--- src/rtl/instruction_fetch_pkg.sv ---
// Shared CPU package for the fetch stage: FSM state encoding, instruction size
// and the PC alignment helper.
package instruction_fetch_pkg;

  localparam int unsigned INSTR_BYTES = 4;

  typedef enum logic [1:0] {
    IDLE    = 2'd0,
    FETCH   = 2'd1,
    DISCARD = 2'd2,
    FULL    = 2'd3
  } fetch_state_t;

  function automatic logic [31:0] align_pc(input logic [31:0] addr);
    return {addr[31:2], 2'b00};
  endfunction

endpackage

--- src/rtl/instruction_fetch.sv ---
// Instruction fetch stage: one outstanding memory read, a single-entry
// instruction register towards decode, and redirect handling from execute.
module instruction_fetch
  import instruction_fetch_pkg::*;
#(
  parameter logic [31:0] RESET_PC = 32'h0000_0000
) (
  input  logic        clk,
  input  logic        rst_n,
  output logic        imem_req,
  output logic [31:0] imem_addr,
  input  logic        imem_ack,
  input  logic [31:0] imem_rdata,
  input  logic        redirect,
  input  logic [31:0] redirect_pc,
  output logic [31:0] instr,
  output logic [31:0] instr_pc,
  output logic        instr_valid,
  input  logic        instr_ready
);

  fetch_state_t state, state_next;
  logic [31:0]  pc, pc_next;
  logic [31:0]  hold_addr, hold_next;
  logic         capture;

  always_ff @(posedge clk or negedge rst_n) begin
    if (!rst_n) begin
      state <= IDLE;
    end else begin
      state <= state_next;
    end
  end

  // A redirect always wins over the sequential pc+4 path; in FETCH without an
  // ack the in-flight address is parked in hold_addr so the bus stays stable.
  always_comb begin
    state_next = state;
    pc_next    = pc;
    hold_next  = hold_addr;
    capture    = 1'b0;
    imem_req   = 1'b0;
    imem_addr  = pc;
    case (state)
      IDLE: begin
        state_next = FETCH;
        if (redirect) begin
          pc_next = align_pc(redirect_pc);
        end
      end
      FETCH: begin
        imem_req = 1'b1;
        if (redirect) begin
          pc_next = align_pc(redirect_pc);
          if (!imem_ack) begin
            hold_next  = pc;
            state_next = DISCARD;
          end
        end else if (imem_ack) begin
          capture    = 1'b1;
          pc_next    = pc + 32'(INSTR_BYTES);
          state_next = FULL;
        end
      end
      DISCARD: begin
        imem_req  = 1'b1;
        imem_addr = hold_addr;
        if (redirect) begin
          pc_next = align_pc(redirect_pc);
        end
        if (imem_ack) begin
          state_next = FETCH;
        end
      end
      FULL: begin
        if (redirect) begin
          pc_next    = align_pc(redirect_pc);
          state_next = FETCH;
        end else if (instr_ready) begin
          state_next = FETCH;
        end
      end
      default: begin
        state_next = IDLE;
      end
    endcase
  end

  always_ff @(posedge clk or negedge rst_n) begin
    if (!rst_n) begin
      pc        <= RESET_PC;
      hold_addr <= 32'h0;
    end else begin
      pc        <= pc_next;
      hold_addr <= hold_next;
    end
  end

  always_ff @(posedge clk or negedge rst_n) begin
    if (!rst_n) begin
      instr    <= 32'h0;
      instr_pc <= 32'h0;
    end else if (capture) begin
      instr    <= imem_rdata;
      instr_pc <= pc;
    end
  end

  assign instr_valid = (state == FULL);

endmodule

--- config.mk ---
export PLATFORM = sky130hd
export DESIGN_NAME = instruction_fetch
export DESIGN_NICKNAME = d
export VERILOG_FILES = /design/src/rtl/instruction_fetch_pkg.sv /design/src/rtl/instruction_fetch.sv
export SDC_FILE = /design/constraint.sdc
export NUM_CORES = 1
export LEC_CHECK = 0
export CAP_MARGIN = 20
export CORE_MARGIN = 4
export CORE_UTILIZATION = 45
export DETAILED_ROUTE_END_ITERATION = 10
export PLACE_DENSITY = 0.75
export SYNTH_ARGS = -nofsm -noshare
export SYNTH_HDL_FRONTEND = slang
export SYNTH_SLANG_ARGS = --single-unit
--- constraint.sdc ---
create_clock -name clk -period 3 [get_ports clk]
set_clock_uncertainty 0.05 [all_clocks]
set_input_delay 0.3 -clock clk [delete_from_list [all_inputs] [get_ports clk]]
set_output_delay 0.3 -clock clk [all_outputs]
set_load 0.01 [all_outputs]
==> metrics.md <==
| Metric | Value |
|---|---|
| Status | finished clean |
| Number of flops mapped to enable cells by yosys | 0 |
| Total GRT Usage | 0.2078 |
| Global-route wire length before repair | 23830 µm |
| FMAX | 382.8 MHz |
| CTS Buf Count | 17 |
| Complex-gate fraction of the synthesized area | 0.05473 |
| Max incr delay on CP | 0.50 ns |
| CTS Sinks | 124 |
| Synthesized area | 0.005693 mm² |
| Fillers | 1061 |
| HP Class | in2reg |
| Largest net degree at the start of global routing | 58 |
| Detailed Place HPWL | 10290 µm |
| Worst slack, placed | 0.4856 ns |
| Fin util | 0.6533 |
| WL final | 14460 µm |
| TNS Setup | 0 ns |
| Leakage | 3.642 nW |
| Number of global-route vias before repair | 4832 |
| CTS tree | done |
| Async SR Flop Fraction | 1.000 |
| Reg clk slew, reported paths | 0.05 ns |
| Area of the multi-input gates | 0.002407 mm² |
| Unique masters post-synth | 41 |
| Final Power | 7.214 mW |
| Initial antenna violation count | 0 |
| Power density cells | 904.3 mW/mm² |
| Die X-Extent | 120.5 µm |
| Share of layout cells above drive strength 1 | 0.1272 |
| Register area | 0.003103 mm² |
| Post-synth top flop | dfrtp_1 |
| Post-synthesis mux area share | 0.1103 |
| Grt ovf | 0 |
| Critical Path Sink Type | output pin |
| Ys Warns | 0 |
| Area Overhead vs Synth | 40.13% |
| Num ports | 167 |
| Initial core utilization | 0.4662 |
| Final setup violation count | 0 |
| Post-CTS Setup Bufs | 0 |
| Synth top cells by count | nand2_1 (221), dfrtp_1 (124), mux2_2 (54) |
| Die H | 120.5 µm |
| Synth Instances | 584 |
| Reg2Reg Setup Slack | 0.65 ns |
| Drt initial violations | 241 |
| Core footprint | 0.01221 mm² |
| Final routed DRC violation total | 0 |
| H-tree depth | 4 |
| Post-Synth Adder-Cell Area | 0.008791 |
| Routability cong. | 0.8367 |
| Final Hold Fails | 0 |
| DR vias | 4603 |
| Post-DRT Antenna Nets | 0 |
| Most common cell in the netlist | nand2_1 |
| RR Startpoint | state[1] |
| Crit path cell chain | inv_1 > ha_1 > buf_4 > mux2_2 > clkdlybuf4s50_1 |
| XOR/XNOR Fraction of Synth Area | 0.03231 |
| RR Endpoint | pc[16] |
| Hold WS | 0.3018 ns |
| DP Cell Count | 885 |
| Post-CTS Hold Fix Bufs | 1 |
| Routed WL per cell | 15.80 µm |
| Simple logic cell fraction of the synthesized area | 0.2127 |
| DRT Pass-1 Iters | 4 |
| Worst-Skew Late Latency | 0.41 ns |
| RSZ-0062 raised after global routing | false |
| Ant diodes | 0 |
| Crit-path slowest cell | clkdlybuf4s50_1 |
| Slew headroom | 0.5523 |
| Main combinational cell family by area after synthesis | simple AND/OR/NAND/NOR gates |
| Port Buf Inserts | 160 |
| Final cell count without fillers | 915 |
| Tcrit/Tclk final | 0.8708 |
| Actual slew at the worst max-slew pin | 0.6664 ns |
| Synth area leaders | dfrtp_1 (55%), nand2_1 (15%), mux2_2 (11%), o21ai_0 (2.2%), xor2_1 (2.0%) |
| Root Driver | clkbuf_16 |
| CTS max path bufs | 2 |
| Max-Cap Viols | 0 |
| Full die area | 0.01451 mm² |
| Row count | 40 |
| Post-layout minimum cycle time | 2.612 ns |
| WP data arrival | 2.26 ns |
| Maximum vdd drop | 480.2 µV |
| Crit path from | state[0] |
| Sequential fraction of the synthesis area | 0.5451 |
| Most area-hungry cell type in the Yosys netlist | dfrtp_1 |
| Vias per inst | 5.031 |
| Setup crit start kind | register |
| Dpl cell area | 0.007455 mm² |
| Syn avg cell area | 9.748 µm² |
| Data required, critical path | 2.65 ns |
| Crit Path Max Fanout | 23 |
| Top cell type's share of synthesized area | 0.5451 |
| Slew Limit Fails | 0 |
| Final WS setup | 0.3877 ns |
| CP endpoint | imem_addr[20] |
| Nets | 810 |
| R2r worst-path depth | 7 |
| CTS-repair resized insts | 0 |
| Seq cells post-synth | 124 |
| Crit path kind | reg2out |
| Finished Cell Area | 0.007978 mm² |
[flip-flops by register name, indices dropped and copies added (netlist names)]
| register | count |
|---|---|
| instr_pc | 30 |
| instr | 32 |
| state | 2 |
| hold_addr | 30 |
| pc | 30 |
[final cells by class]
class | count | share of cell area
Timing Repair Buffer | 169 | 0.2149
Multi-Input combinational cell | 417 | 0.3018
Inverter | 8 | 0.003764
Tap cell | 168 | 0.02635
Clock buffer | 27 | 0.06305
Sequential cell | 124 | 0.3890
Clock inverter | 2 | 0.001255
[power breakdown]
| group | switching (mW) | internal (mW) | leakage, nW |
|---|---|---|---|
| registers | 0.393 | 2.31 | 1.53 |
| logic | 1.19 | 1.53 | 1.86 |
| clock network | 0.660 | 1.12 | 0.253 |
| total | 2.25 | 4.97 | 3.64 |
[metal layers]
metal	up-vias	track usage	wire (µm)
li1	2214	-	-
met1	2204	0.2575	6343
met2	155	0.3482	7026
met3	30	0.05239	788
met4	0	0.08357	300
met5	-	0	0
[cells by family after synthesis]
family          count (synthesis)
simple gates                  278
flops                         124
mux                            56
compound gates                 54
buf+inv                        46
xor+xnor                       21
fa+ha+maj                       4
other cells                     1
[placed cells by master (no fill, tap or decap), types with 7 or more instances in the layout]
cell and instances:
a21oi_1 8, and3_1 7, clkbuf_16 17, clkdlybuf4s50_1 158, dfrtp_1 124, inv_1 8
mux2_2 54, nand2_1 221, nand3_1 12, nand4_1 7, nor2_1 8, o21ai_0 25
o21ai_1 8, xnor2_1 8, xor2_1 13
[worst min-delay path by stage]
| stage | cells after the start | to | from |
|---|---|---|---|
| floorplan | 0 | hold_addr[10] | rst_n |
| global placement | 1 | instr[23] | rst_n |
| detailed placement | 1 | instr[23] | rst_n |
| CTS | 3 | pc[7] | redirect |
| global route | 3 | pc[6] | redirect |
| finish | 3 | pc[7] | redirect |
[critical path: cells and delay by family (launching register included)]
| kind | cells | cell delay [ns] |
|---|---|---|
| adder cells (fa/ha/maj) | 1 | 0.16 |
| buffers and inverters | 3 | 0.90 |
| multiplexers | 1 | 0.38 |
| flip-flops | 1 | 0.41 |
No activity file was read; power rests on OpenSTA's default activity.
